**config.mk**
```make
export PLATFORM = sky130hd
export DESIGN_NAME = net_link_controller
export DESIGN_NICKNAME = d
export VERILOG_FILES = /design/src/rtl/net_link_controller.sv
export SDC_FILE = /design/constraint.sdc
export NUM_CORES = 1
export LEC_CHECK = 0
export CAP_MARGIN = 20
export CELL_PAD_IN_SITES_DETAIL_PLACEMENT = 0
export CELL_PAD_IN_SITES_GLOBAL_PLACEMENT = 2
export CORE_UTILIZATION = 32
export CTS_BUF_LIST = sky130_fd_sc_hd__clkbuf_4 sky130_fd_sc_hd__clkbuf_8 sky130_fd_sc_hd__clkbuf_16
export CTS_CLUSTER_SIZE = 40
export DETAILED_ROUTE_END_ITERATION = 12
export PLACE_DENSITY_LB_ADDON = 0.12
export SYNTH_ARGS = -nofsm -noshare
export SYNTH_HDL_FRONTEND = slang
export SYNTH_SLANG_ARGS = --single-unit
```
**constraint.sdc**
```tcl
create_clock -name clock -period 3.8 [get_ports clock]
set_input_delay 0.76 -clock clock [delete_from_list [all_inputs] [get_ports clock]]
set_output_delay 0.76 -clock clock [all_outputs]
set_load 0.1 [all_outputs]
```
**src/rtl/net_link_controller.sv**
```systemverilog
// net_link_controller: frames netDest/netData into eight bytes for the Arduino
// over a 4-phase strobe/ack link, and assembles 4-byte words coming back from it.
// TX and RX run independently. Optional per-byte even parity: define NET_PARITY_EN.
module net_link_controller #(
    parameter int unsigned LINK_W  = 8,
    parameter int unsigned TIMEOUT = 1000,
    parameter int unsigned SYNC_ST = 2
) (
    input  logic              clock,
    input  logic              reset,
    input  logic              sendReq,
    input  logic [31:0]       netDest,
    input  logic [31:0]       netData,
    output logic              txBusy,
    output logic              txDone,
    output logic              txError,
    output logic [LINK_W-1:0] linkOut,
    output logic              linkStrobe,
    input  logic              linkAckIn,
    input  logic [LINK_W-1:0] linkIn,
    input  logic              linkStrobeIn,
    output logic              linkAckOut,
    output logic [31:0]       netDataArduino,
    output logic              rxValid,
`ifdef NET_PARITY_EN
    output logic              linkParOut,
    input  logic              linkParIn,
    output logic              rxParErr,
`endif
    input  logic              rxAck
);

    localparam int unsigned WORD_W   = 32;
    localparam int unsigned FRAME_W  = 2 * WORD_W;
    localparam int unsigned TX_BYTES = FRAME_W / LINK_W;
    localparam int unsigned RX_BYTES = WORD_W / LINK_W;
    localparam int unsigned TX_CNT_W = $clog2(TX_BYTES + 1);
    localparam int unsigned RX_CNT_W = $clog2(RX_BYTES);
    localparam int unsigned TMO_W    = $clog2(TIMEOUT + 1);

    localparam logic [2:0] TX_IDLE   = 3'd0;
    localparam logic [2:0] TX_LOAD   = 3'd1;
    localparam logic [2:0] TX_DRIVE  = 3'd2;
    localparam logic [2:0] TX_WAIT_H = 3'd3;
    localparam logic [2:0] TX_WAIT_L = 3'd4;
    localparam logic [2:0] TX_DONE   = 3'd5;

    localparam logic [1:0] RX_IDLE    = 2'd0;
    localparam logic [1:0] RX_ACK     = 2'd1;
    localparam logic [1:0] RX_RELEASE = 2'd2;

    logic [SYNC_ST-1:0]  ack_sync_q,    ack_sync_d;
    logic [SYNC_ST-1:0]  strb_sync_q,   strb_sync_d;
    logic [2:0]          tx_state_q,    tx_state_d;
    logic [FRAME_W-1:0]  tx_shift_q,    tx_shift_d;
    logic [TX_CNT_W-1:0] tx_cnt_q,      tx_cnt_d;
    logic [TMO_W-1:0]    tx_tmo_q,      tx_tmo_d;
    logic                tx_busy_q,     tx_busy_d;
    logic                tx_done_q,     tx_done_d;
    logic                tx_error_q,    tx_error_d;
    logic [LINK_W-1:0]   link_out_q,    link_out_d;
    logic                link_strobe_q, link_strobe_d;
    logic [1:0]          rx_state_q,    rx_state_d;
    logic [WORD_W-1:0]   rx_shift_q,    rx_shift_d;
    logic [RX_CNT_W-1:0] rx_cnt_q,      rx_cnt_d;
    logic                link_ack_q,    link_ack_d;
    logic [WORD_W-1:0]   rx_data_q,     rx_data_d;
    logic                rx_valid_q,    rx_valid_d;
`ifdef NET_PARITY_EN
    logic                link_par_q,    link_par_d;
    logic                rx_bad_q,      rx_bad_d;
    logic                rx_par_err_q,  rx_par_err_d;
`endif

    logic ack_sync;
    logic strb_sync;
    logic tx_timeout;

    assign ack_sync   = ack_sync_q[SYNC_ST-1];
    assign strb_sync  = strb_sync_q[SYNC_ST-1];
    assign tx_timeout = (tx_tmo_q == TMO_W'(TIMEOUT - 1));

    // Synchronizer chains for the asynchronous handshake inputs
    always_comb begin
        ack_sync_d  = {ack_sync_q[SYNC_ST-2:0], linkAckIn};
        strb_sync_d = {strb_sync_q[SYNC_ST-2:0], linkStrobeIn};
    end

    // TX FSM: shift the 64-bit frame out MSB byte first, one handshake per byte
    always_comb begin
        tx_state_d    = tx_state_q;
        tx_shift_d    = tx_shift_q;
        tx_cnt_d      = tx_cnt_q;
        tx_busy_d     = tx_busy_q;
        tx_done_d     = 1'b0;
        tx_error_d    = 1'b0;
        link_out_d    = link_out_q;
        link_strobe_d = link_strobe_q;
`ifdef NET_PARITY_EN
        link_par_d    = link_par_q;
`endif
        case (tx_state_q)
            TX_IDLE: begin
                if (sendReq) begin
                    tx_shift_d = {netDest, netData};
                    tx_cnt_d   = '0;
                    tx_busy_d  = 1'b1;
                    tx_state_d = TX_LOAD;
                end
            end
            TX_LOAD: tx_state_d = TX_DRIVE;
            TX_DRIVE: begin
                link_out_d    = tx_shift_q[FRAME_W-1 -: LINK_W];
                link_strobe_d = 1'b1;
`ifdef NET_PARITY_EN
                link_par_d    = ^tx_shift_q[FRAME_W-1 -: LINK_W];
`endif
                tx_state_d    = TX_WAIT_H;
            end
            TX_WAIT_H: begin
                if (ack_sync) begin
                    link_strobe_d = 1'b0;
                    tx_state_d    = TX_WAIT_L;
                end else if (tx_timeout) begin
                    link_strobe_d = 1'b0;
                    tx_error_d    = 1'b1;
                    tx_busy_d     = 1'b0;
                    tx_state_d    = TX_IDLE;
                end
            end
            TX_WAIT_L: begin
                if (!ack_sync) begin
                    tx_shift_d = tx_shift_q << LINK_W;
                    tx_cnt_d   = tx_cnt_q + TX_CNT_W'(1);
                    if (tx_cnt_q == TX_CNT_W'(TX_BYTES - 1)) begin
                        tx_done_d  = 1'b1;
                        tx_state_d = TX_DONE;
                    end else begin
                        tx_state_d = TX_DRIVE;
                    end
                end else if (tx_timeout) begin
                    tx_error_d = 1'b1;
                    tx_busy_d  = 1'b0;
                    tx_state_d = TX_IDLE;
                end
            end
            TX_DONE: begin
                tx_busy_d  = 1'b0;
                tx_state_d = TX_IDLE;
            end
            default: tx_state_d = TX_IDLE;
        endcase
        // Phase timer restarts on every state change and only runs while waiting on the Arduino
        if ((tx_state_d == tx_state_q) && ((tx_state_q == TX_WAIT_H) || (tx_state_q == TX_WAIT_L)))
            tx_tmo_d = tx_tmo_q + TMO_W'(1);
        else
            tx_tmo_d = '0;
    end

    // RX FSM: collect four bytes MSB first; hold off the first byte while a word is unconsumed
    always_comb begin
        rx_state_d = rx_state_q;
        rx_shift_d = rx_shift_q;
        rx_cnt_d   = rx_cnt_q;
        link_ack_d = link_ack_q;
        rx_data_d  = rx_data_q;
        rx_valid_d = rx_valid_q;
`ifdef NET_PARITY_EN
        rx_bad_d     = rx_bad_q;
        rx_par_err_d = 1'b0;
`endif
        if (rxAck && rx_valid_q)
            rx_valid_d = 1'b0;
        case (rx_state_q)
            RX_IDLE: begin
                if (strb_sync && (!rx_valid_q || (rx_cnt_q != '0))) begin
                    rx_shift_d = {rx_shift_q[WORD_W-LINK_W-1:0], linkIn};
                    link_ack_d = 1'b1;
`ifdef NET_PARITY_EN
                    if ((^linkIn) != linkParIn)
                        rx_bad_d = 1'b1;
`endif
                    rx_state_d = RX_ACK;
                end
            end
            RX_ACK: begin
                if (!strb_sync) begin
                    link_ack_d = 1'b0;
                    rx_state_d = RX_RELEASE;
                end
            end
            RX_RELEASE: begin
                rx_state_d = RX_IDLE;
                if (rx_cnt_q == RX_CNT_W'(RX_BYTES - 1)) begin
                    rx_cnt_d = '0;
`ifdef NET_PARITY_EN
                    if (rx_bad_q) begin
                        rx_par_err_d = 1'b1;
                        rx_bad_d     = 1'b0;
                    end else begin
                        rx_data_d  = rx_shift_q;
                        rx_valid_d = 1'b1;
                    end
`else
                    rx_data_d  = rx_shift_q;
                    rx_valid_d = 1'b1;
`endif
                end else begin
                    rx_cnt_d = rx_cnt_q + RX_CNT_W'(1);
                end
            end
            default: rx_state_d = RX_IDLE;
        endcase
    end

    // State and output registers
    always_ff @(posedge clock) begin
        if (reset) begin
            ack_sync_q    <= '0;
            strb_sync_q   <= '0;
            tx_state_q    <= TX_IDLE;
            tx_shift_q    <= '0;
            tx_cnt_q      <= '0;
            tx_tmo_q      <= '0;
            tx_busy_q     <= 1'b0;
            tx_done_q     <= 1'b0;
            tx_error_q    <= 1'b0;
            link_out_q    <= '0;
            link_strobe_q <= 1'b0;
            rx_state_q    <= RX_IDLE;
            rx_shift_q    <= '0;
            rx_cnt_q      <= '0;
            link_ack_q    <= 1'b0;
            rx_data_q     <= '0;
            rx_valid_q    <= 1'b0;
`ifdef NET_PARITY_EN
            link_par_q    <= 1'b0;
            rx_bad_q      <= 1'b0;
            rx_par_err_q  <= 1'b0;
`endif
        end else begin
            ack_sync_q    <= ack_sync_d;
            strb_sync_q   <= strb_sync_d;
            tx_state_q    <= tx_state_d;
            tx_shift_q    <= tx_shift_d;
            tx_cnt_q      <= tx_cnt_d;
            tx_tmo_q      <= tx_tmo_d;
            tx_busy_q     <= tx_busy_d;
            tx_done_q     <= tx_done_d;
            tx_error_q    <= tx_error_d;
            link_out_q    <= link_out_d;
            link_strobe_q <= link_strobe_d;
            rx_state_q    <= rx_state_d;
            rx_shift_q    <= rx_shift_d;
            rx_cnt_q      <= rx_cnt_d;
            link_ack_q    <= link_ack_d;
            rx_data_q     <= rx_data_d;
            rx_valid_q    <= rx_valid_d;
`ifdef NET_PARITY_EN
            link_par_q    <= link_par_d;
            rx_bad_q      <= rx_bad_d;
            rx_par_err_q  <= rx_par_err_d;
`endif
        end
    end

    assign txBusy         = tx_busy_q;
    assign txDone         = tx_done_q;
    assign txError        = tx_error_q;
    assign linkOut        = link_out_q;
    assign linkStrobe     = link_strobe_q;
    assign linkAckOut     = link_ack_q;
    assign netDataArduino = rx_data_q;
    assign rxValid        = rx_valid_q;
`ifdef NET_PARITY_EN
    assign linkParOut     = link_par_q;
    assign rxParErr       = rx_par_err_q;
`endif

endmodule

```
==> metrics.md, run 1 <==
| Metric | Value |
|---|---|
| Vias in the first global route | 5,666 |
| Synth warn | 0 |
| CTS H-tree depth | 4 |
| Root Buffer | clkbuf_16 |
| Nets@finish | 981 |
| Non-Filler Instances | 1,182 |
| Post-synthesis sequential area ratio | 0.507 |
| Area delta synth->final | 30.7% |
| Sink Count | 167 |
| Synth async-reset ratio | 0 |
| Fillers | 2,040 |
| Number of max-cap violations | 0 |
| Total CTS buffers | 17 |
| Total gr overflow | 0 |
| Tot GR Track Use | 0.165 |
| Gp weighted congestion | 0.743 |
| Final ANT Viol Nets | 0 |
| Post-synth EDFFs | 0 |
| Endpoints failing hold | 0 |
| WL per Instance | 14.1 um |
| Worst setup path category | reg2out |
| Mapped Area | 6590 um^2 |
| Via/cell ratio | 4.83 |
| Cell chain of the critical path | clkdlybuf4s50_1 |
| Status | complete, no violations |
| Slew HR | 0.296 |
| CP delay by family, top | buffers and inverters |
| Period minus WS final | 2.84 ns |
| Postcts setup bufs | 0 |
| CP endpoint kind | primary output |
| Syn Inst Count | 809 |
| Total wire length | 16.7 mm |
| Commonest cells after routing, fill and taps aside | nand2_1, dfxtp_1, clkdlybuf4s50_1 |
| Hold Slack | 0.437 ns |
| Pre-antenna DRT Iters | 6 |
| Die area | 21,200 um^2 |
| Setup TNS | 0 ns |
| Distinct cells, synth | 42 |
| # diodes | 0 |
| Worst hold path class | reg2reg |
| Critical Path Slowest Stage Cell | clkdlybuf4s50_1 |
| Initial Util | 0.326 |
| Overall power | 3.96 mW |
| Syn_area_per_cell | 8.14 um^2 |
| I/O pin count | 124 |
| RSZ-0062 raised after global routing | no |
| Fmax | 352 MHz |
| Clock Path Buffers | 2 |
| Post_cts resized | 0 |
| IO buf count | 123 |
| Slew Viols, Final | 0 |
| Worst path arrival time | 2.08 ns |
| Worst-skew pair later-pin latency | 0.42 ns |
| Worst vdd rail ir drop | 0.286 mV |
| Die Height | 145 um |
| CP bufs+invs | 1 |
| DRC | 0 |
| Largest net degree at the start of global routing | 83 |
| Die width | 145 um |
| Clk slew on worst S/H paths | 0.06 ns |
| Syn Nets | 891 |
| Dpl hpwl | 11.3 mm |
| Setup violations, final | 0 |
| Commonest non-fill, non-tap cell in the layout | nand2_1 |
| Antenna violations before repair | 0 |
| Worst path required time | 3.04 ns |
| First-pass GRT wire length | 27.9 mm |
| Core area | 20,200 um^2 |
| Fraction of layout cells with a size suffix above 1 | 0.0702 |
| Placed cell count | 1,148 |
| Synthesized flop and latch total | 167 |
| DR iter-0 viols | 248 |
| Row count | 52 |
| Tightest Pin Transition | 1.05 ns |
| Final period util | 0.747 |
| Lkg Pwr | 2.94 nW |
| Ys flop type | dfxtp_1 |
| Layout Skew | 0.00967 ns |
| Vias | 5,712 |
| Pwr Density | 460 nW/um^2 |
| Hold Buf Count CTS | 0 |
| Startpoint Class | register |
| CTS tree | yes |
| Crit-path max cell delay | 1.19 ns |
| Crit path max fanout | 6 |
## worst paths after layout
path,slack (ns),cells past startpoint,end,startpoint
max,0.96,1,rxValid,rxValid
min,0.44,1,strb_sync_q[1],strb_sync_q[0]
max reg2reg,1.50,4,tx_shift_q[9],tx_state_q[1]
min reg2reg,0.44,1,strb_sync_q[1],strb_sync_q[0]
## routing by layer
metal / part of all wire / global-route usage / up-vias
met2: 0.50 / 0.294 / 110
met1: 0.45 / 0.198 / 2674
met4: 0.014 / 0.0584 / 0
met3: 0.038 / 0.0329 / 16
li1: - / - / 2912
met5: 0 / 0 / -
## sequential cells by signal, summed over array words and instances (netlist names)
name            cells
linkAckOut          1
netDataArduino     32
txDone              1
rx_shift_q         32
strb_sync_q         2
txError             1
linkOut             8
tx_cnt_q            4
ack_sync_q          2
linkStrobe          1
tx_tmo_q           10
rx_state_q          2
txBusy              1
tx_shift_q         64
tx_state_q          3
rxValid             1
rx_cnt_q            2
## report_power, final
group / switching [mW] / internal (mW)
Clock: 0.731 / 0.945
Combinational: 0.222 / 0.177
Sequential: 0.0518 / 1.83
Total: 1.00 / 2.95
## stage by stage
stage	area, um^2	setup slack [ns]	utilization
final	8610	0.960	0.426
after global routing	8610	0.878	0.426
after CTS	8560	0.932	0.423
after detailed placement	7990	0.971	0.395
after global placement	7970	1.01	0.394
after floorplan	6590	1.92	-
## area by class of cell
class,count,area [um^2],share of cell area
Inverter,5,18.8,0.00218
Clock buffer,19,453,0.0526
Clock inverter,13,123,0.0142
Multi-Input combinational cell,572,2950,0.342
Tap cell,270,338,0.0392
Sequential cell,167,3340,0.388
Timing Repair Buffer,136,1390,0.162
## cell usage after synthesis, drive strengths merged, types with 6 or more instances
master	count	share of area
nand2	254	0.14
buf	32	0.026
a311oi	58	0.087
a21oi	85	0.065
xnor2	6	0.0080
nor2	90	0.051
nor3	9	0.0076
o21ai	10	0.0076
dfxtp	167	0.51
clkbuf	33	0.019
a22oi	8	0.0091
nor2b	6	0.0057
## logic make-up after synthesis
group,synth area share
compound gates,0.179
xor+xnor,0.0133
fa+ha+maj,0.00760
buf+inv,0.0480
flops,0.507
simple gates,0.245
Power figures use the tool's default switching activity.
==> run 2: changes to the inputs <==
--- a/config.mk
+++ b/config.mk
@@ -8,7 +8,7 @@
 export CAP_MARGIN = 20
 export CELL_PAD_IN_SITES_DETAIL_PLACEMENT = 0
 export CELL_PAD_IN_SITES_GLOBAL_PLACEMENT = 2
-export CORE_UTILIZATION = 32
+export CORE_UTILIZATION = 27
 export CTS_BUF_LIST = sky130_fd_sc_hd__clkbuf_4 sky130_fd_sc_hd__clkbuf_8 sky130_fd_sc_hd__clkbuf_16
 export CTS_CLUSTER_SIZE = 40
 export DETAILED_ROUTE_END_ITERATION = 12
==> constraint.sdc (replaced) <==
create_clock -name clock -period 2.5 [get_ports clock]
set_input_delay 0.5 -clock clock [delete_from_list [all_inputs] [get_ports clock]]
set_output_delay 0.5 -clock clock [all_outputs]
set_load 0.1 [all_outputs]
==> run 2 against run 1 <==
  * Combinational power grew 55%
  * Count of clock-buffer cells in the layout increased by 1
  * Final cell count rose by 4.6%
  * Sequential power grew 53%
  * Power up 56%
  * Die area is 18% higher
  * Critical endpoint is now tx_shift_q[10]
==> metrics.md, run 2 (same netlist as run 1, synthesis figures left out) <==
| Metric | Value |
|---|---|
| Tightest Pin Transition | 0.655 ns |
| Sink Count | 167 |
| Worst hold path class | reg2reg |
| Commonest cells after routing, fill and taps aside | nand2_1, dfxtp_1, nor2_1 |
| Tot GR Track Use | 0.147 |
| Worst vdd rail ir drop | 0.389 mV |
| Slew HR | 0.564 |
| WL met1 | 7.72 mm |
| Total wire length | 17.6 mm |
| Slew Viols, Final | 0 |
| Pre-antenna DRT Iters | 4 |
| Comb pwr share | 0.100 |
| # diodes | 0 |
| Gp weighted congestion | 0.774 |
| Largest register by flop count | tx_shift_q |
| Final period util | 0.822 |
| CTS H-tree depth | 4 |
| RSZ-0062 raised after global routing | no |
| Crit path max fanout | 30 |
| Reg-to-reg endpoint | tx_shift_q[10] |
| R2r startpoint | tx_state_q[1] |
| Worst path required time | 2.82 ns |
| Clk slew on worst S/H paths | 0.06 ns |
| Total CTS buffers | 17 |
| Dpl hpwl | 12.1 mm |
| Area delta synth->final | 31.3% |
| Max Used Layer | met5 |
| I/O pin count | 124 |
| Core area | 23,700 um^2 |
| Largest net degree at the start of global routing | 85 |
| Number of max-cap violations | 0 |
| Final ANT Viol Nets | 0 |
| Worst path arrival time | 2.37 ns |
| Reg2Reg Depth | 4 |
| Startpoint Class | register |
| Layout Skew | 0.0110 ns |
| Setup violations, final | 0 |
| First-pass GRT wire length | 28.4 mm |
| Fmax | 487 MHz |
| Switch Pwr | 1.49 mW |
| Max FFs per register | 64 |
| Wire length on met3 | 597 um |
| Lkg Pwr | 3.09 nW |
| Status | complete, no violations |
| Sw frac | 0.241 |
| Row count | 56 |
| Die width | 158 um |
| Worst-skew pair later-pin latency | 0.42 ns |
| Worst setup path category | reg2reg |
| Vias in the first global route | 5,654 |
| Hold Buf Count CTS | 0 |
| Int Pwr | 4.68 mW |
| WL per Instance | 14.2 um |
| DRC | 0 |
| Endpoints failing hold | 0 |
| CP endpoint kind | register |
| Postcts setup bufs | 0 |
| Met2 routed WL | 9.02 mm |
| Pwr Density | 713 nW/um^2 |
| Fraction of layout cells with a size suffix above 1 | 0.125 |
| Final instance area | 8650 um^2 |
| Via/cell ratio | 4.63 |
| Nets@finish | 987 |
| Vias | 5,719 |
| Post_cts resized | 0 |
| CTS tree | yes |
| Worst setup path start | tx_state_q[1] |
| Total gr overflow | 0 |
| Initial Util | 0.278 |
| Antenna violations before repair | 1 |
| IO buf count | 123 |
| DR iter-0 viols | 267 |
| Die Height | 158 um |
| R2R setup slack | 0.45 ns |
| Worst Setup EP | tx_shift_q[10] |
| Setup TNS | 0 ns |
| Placed standard-cell area | 8020 um^2 |
| Clock share of power | 0.435 |
| Commonest non-fill, non-tap cell in the layout | nand2_1 |
| Seq pwr share | 0.465 |
| Period minus WS final | 2.05 ns |
| Die area | 25,000 um^2 |
| Clock Path Buffers | 2 |
| Root Buffer | clkbuf_16 |
-- run 2: cell types whose count changed in the layout (fill, tap and decap cells not counted), sizes merged --
cell / change
buf: +52
clkbuf: +1
inv: -2
clkdlybuf4s50: -46
bufinv: +2
clkinv: -2
-- run 2: per-layer routing --
metal / global-route usage / vias up
met4: 0.0531 / 2
met3: 0.0320 / 20
met5: 0 / -
li1: - / 2925
met2: 0.267 / 100
met1: 0.168 / 2672
-- run 2: cell type report --
class / count / area [um^2]
well taps: 319 / 399
flip-flops and latches: 167 / 3340
clock inverters: 11 / 149
repair buffers: 142 / 1340
clock buffers: 20 / 454
multi-input cells: 572 / 2950
fillers: 2523 / 15000
inverters: 5 / 18.8
-- run 2: how the worst min path moves through the flow --
stage               depth (start not counted)      startpoint        endpoint
floorplan                                   1   ack_sync_q[0]   ack_sync_q[1]
global placement                            1  strb_sync_q[0]  strb_sync_q[1]
detailed placement                          1   ack_sync_q[0]   ack_sync_q[1]
CTS                                         1   ack_sync_q[0]   ack_sync_q[1]
global route                                1   ack_sync_q[0]   ack_sync_q[1]
finish                                      1   ack_sync_q[0]   ack_sync_q[1]
-- run 2: critical path, stage by stage (launching register included) --
cell	delay, ns
dfxtp_1	0.68
or3b_2	0.64
buf_12	0.26
nand2_1	0.08
a311oi_1	0.26
-- run 2: stage by stage --
stage / setup WS (ns) / utilization / hold WS (ns) / power (mW) / instances
2_1_floorplan: 0.668 / - / 0.414 / 3.29 / 809
3_3_place_gp: 0.303 / 0.339 / 0.424 / 3.54 / 1204
3_5_place_dp: 0.278 / 0.339 / 0.426 / 3.55 / 1204
4_1_cts: 0.450 / 0.364 / 0.441 / 6.27 / 1235
5_1_grt: 0.220 / 0.365 / 0.463 / 6.48 / 1236
6_report: 0.446 / 0.365 / 0.438 / 6.17 / 1236
-- run 2: power by group through the flow --
stage	registers [mW]	logic (mW)	clock network, mW
2_1_floorplan	2.96	0.329	0
5_1_grt	2.88	0.681	2.92
3_5_place_dp	2.93	0.621	0
6_report	2.87	0.618	2.68
3_3_place_gp	2.93	0.612	0
4_1_cts	2.87	0.621	2.77
==> run 3: changes to the inputs <==
--- a/config.mk
+++ b/config.mk
@@ -8,7 +8,7 @@
 export CAP_MARGIN = 20
 export CELL_PAD_IN_SITES_DETAIL_PLACEMENT = 0
 export CELL_PAD_IN_SITES_GLOBAL_PLACEMENT = 2
-export CORE_UTILIZATION = 27
+export CORE_UTILIZATION = 30
 export CTS_BUF_LIST = sky130_fd_sc_hd__clkbuf_4 sky130_fd_sc_hd__clkbuf_8 sky130_fd_sc_hd__clkbuf_16
 export CTS_CLUSTER_SIZE = 40
 export DETAILED_ROUTE_END_ITERATION = 12
==> constraint.sdc (replaced) <==
create_clock -name clock -period 2 [get_ports clock]
set_input_delay 0.4 -clock clock [delete_from_list [all_inputs] [get_ports clock]]
set_output_delay 0.4 -clock clock [all_outputs]
set_load 0.1 [all_outputs]
==> run 3 against run 2 <==
  * Final area rose by 0.32%
  * Sequential cell count did not move
  * Power rose by 27%
  * Global-route usage rose by 1.1 points
  * Critical path depth rose by 1
  * Critical endpoint is now tx_tmo_q[4]
  * Largest power group unchanged
==> metrics.md, run 3 (same netlist as run 1, synthesis figures left out) <==
| Metric | Value |
|---|---|
| Grt met3 use | 0.0342 |
| RSZ-0062 raised after global routing | no |
| Placed standard-cell area | 8050 um^2 |
| Crit-path max cell delay | 0.49 ns |
| Worst Setup EP | tx_tmo_q[4] |
| Clk slew on worst S/H paths | 0.07 ns |
| Root Buffer | clkbuf_16 |
| Clock share of power | 0.443 |
| R2R setup slack | 0.17 ns |
| Core area | 21,300 um^2 |
| Worst hold path class | in2reg |
| Total gr overflow | 0 |
| Clock Path Buffers | 2 |
| Vias in the first global route | 5,670 |
| Sw frac | 0.239 |
| Worst vdd rail ir drop | 0.431 mV |
| Worst path required time | 2.30 ns |
| Final period util | 0.917 |
| Worst setup path start | tx_tmo_q[0] |
| Final ANT Viol Nets | 0 |
| Slew Viols, Final | 0 |
| DRC | 0 |
| Pwr Density | 905 nW/um^2 |
| Overall power | 7.85 mW |
| Startpoint Class | register |
| Tot GR Track Use | 0.158 |
| Gp weighted congestion | 0.740 |
| Met1 Usage GRT | 0.183 |
| Cell chain of the critical path | ha_1, nand4b_1, or3_1, o31ai_4, nor2_1 |
| R2r startpoint | tx_tmo_q[0] |
| Worst-skew pair later-pin latency | 0.43 ns |
| Int Pwr | 5.97 mW |
| Slew HR | 0.631 |
| Final instance area | 8680 um^2 |
| Die area | 22,600 um^2 |
| Comb pwr share | 0.100 |
| WP depth | 5 |
| Reg2Reg Depth | 5 |
| CP bufs+invs | 0 |
| CP endpoint kind | register |
| Pre-antenna DRT Iters | 4 |
| Setup violations, final | 0 |
| Pre-CTS setup slack | -0.145 ns |
| Critical Path Slowest Stage Cell | o31ai_4 |
| Status | complete, no violations |
| Reg-to-reg endpoint | tx_tmo_q[4] |
| Fraction of layout cells with a size suffix above 1 | 0.130 |
| Endpoints failing hold | 0 |
| Total CTS buffers | 17 |
| Nets@finish | 991 |
| I/O pin count | 124 |
| Die Height | 150 um |
| First-pass GRT wire length | 27.7 mm |
| CTS H-tree depth | 4 |
| Sink Count | 167 |
| Hold Slack | 0.426 ns |
| Worst setup path category | reg2reg |
| GRT met2 Usage | 0.283 |
| Number of max-cap violations | 0 |
| Dpl hpwl | 11.5 mm |
| DR iter-0 viols | 205 |
| Busiest layer in global routing | met2 |
| Initial Util | 0.310 |
| Fmax | 545 MHz |
| Period minus WS final | 1.83 ns |
| Seq pwr share | 0.457 |
| Largest net degree at the start of global routing | 73 |
| Switch Pwr | 1.87 mW |
| Die width | 150 um |
| Largest register by flop count | tx_shift_q |
| Tightest Pin Transition | 0.552 ns |
| IO buf count | 123 |
| CP delay by family, top | simple AND/OR/NAND/NOR gates |
| Commonest cells after routing, fill and taps aside | nand2_1, dfxtp_1, nor2_1 |
| CTS tree | yes |
| Worst path arrival time | 2.13 ns |
| Via/cell ratio | 4.75 |
| Layout Skew | 0.0102 ns |
| Vias | 5,684 |
| # diodes | 0 |
| Antenna violations before repair | 1 |
| Lkg Pwr | 3.11 nW |
| WL per Instance | 14.2 um |
| Total wire length | 17.0 mm |
| Final Worst Setup Slack | 0.167 ns |
| Crit path max fanout | 10 |
| Commonest non-fill, non-tap cell in the layout | nand2_1 |
| Area delta synth->final | 31.7% |
| Max FFs per register | 64 |
| Row count | 53 |
-- run 3: power by group through the flow --
| stage | registers [mW] | logic, mW | clock network (mW) |
|---|---|---|---|
| 2_1_floorplan | 3.70 | 0.411 | 0 |
| 3_5_place_dp | 3.66 | 0.795 | 0 |
| 3_3_place_gp | 3.66 | 0.784 | 0 |
| 6_report | 3.58 | 0.785 | 3.48 |
| 4_1_cts | 3.59 | 0.797 | 3.59 |
| 5_1_grt | 3.60 | 0.866 | 3.71 |
-- run 3: routing by layer --
metal	share of wire	up-vias
met1	0.44	2637
li1	-	2936
met4	0.012	2
met2	0.51	92
met3	0.033	17
met5	0.00076	-
-- run 3: stage by stage --
step / setup TNS (ns) / cells / utilization
after CTS: 0 / 1196 / 0.407
after global placement: -2.55 / 1165 / 0.378
after floorplan: 0 / 809 / -
final: 0 / 1196 / 0.408
after detailed placement: -3.67 / 1165 / 0.378
after global routing: 0 / 1196 / 0.408
-- run 3: final cells by class --
| type | count | area [um^2] |
|---|---|---|
| fillers | 2180 | 12600 |
| flip-flops and latches | 167 | 3340 |
| multi-input cells | 572 | 2950 |
| repair buffers | 146 | 1400 |
| clock buffers | 20 | 448 |
| well taps | 275 | 344 |
| clock inverters | 11 | 175 |
| inverters | 5 | 18.8 |
-- run 3: worst reg2reg max path: cells and delay by family, from the launching register on --
family                   cells  cell delay [ns]
AO/OA/AOI/OAI                1             0.49
flip-flops                   1             0.39
adder cells (fa/ha/maj)      1             0.25
AND/OR/NAND/NOR              3             0.58
-- run 3: how the worst min path moves through the flow --
| stage | start | depth (start not counted) | endpoint | slack [ns] |
|---|---|---|---|---|
| global route | reset | 2 | tx_shift_q[5] | 0.43 |
| detailed placement | strb_sync_q[0] | 1 | strb_sync_q[1] | 0.43 |
| global placement | strb_sync_q[0] | 1 | strb_sync_q[1] | 0.42 |
| CTS | reset | 2 | tx_shift_q[3] | 0.41 |
| finish | reset | 2 | tx_state_q[2] | 0.43 |
| floorplan | ack_sync_q[0] | 1 | ack_sync_q[1] | 0.41 |
-- run 3: what timing repair did --
action | in CTS | in global routing
setup endpoints to repair | 0 | 8
hold endpoints to repair | 0 | 0
resized for setup | 0 | 1
hold buffers | 0 | 0
setup buffers | 0 | 0
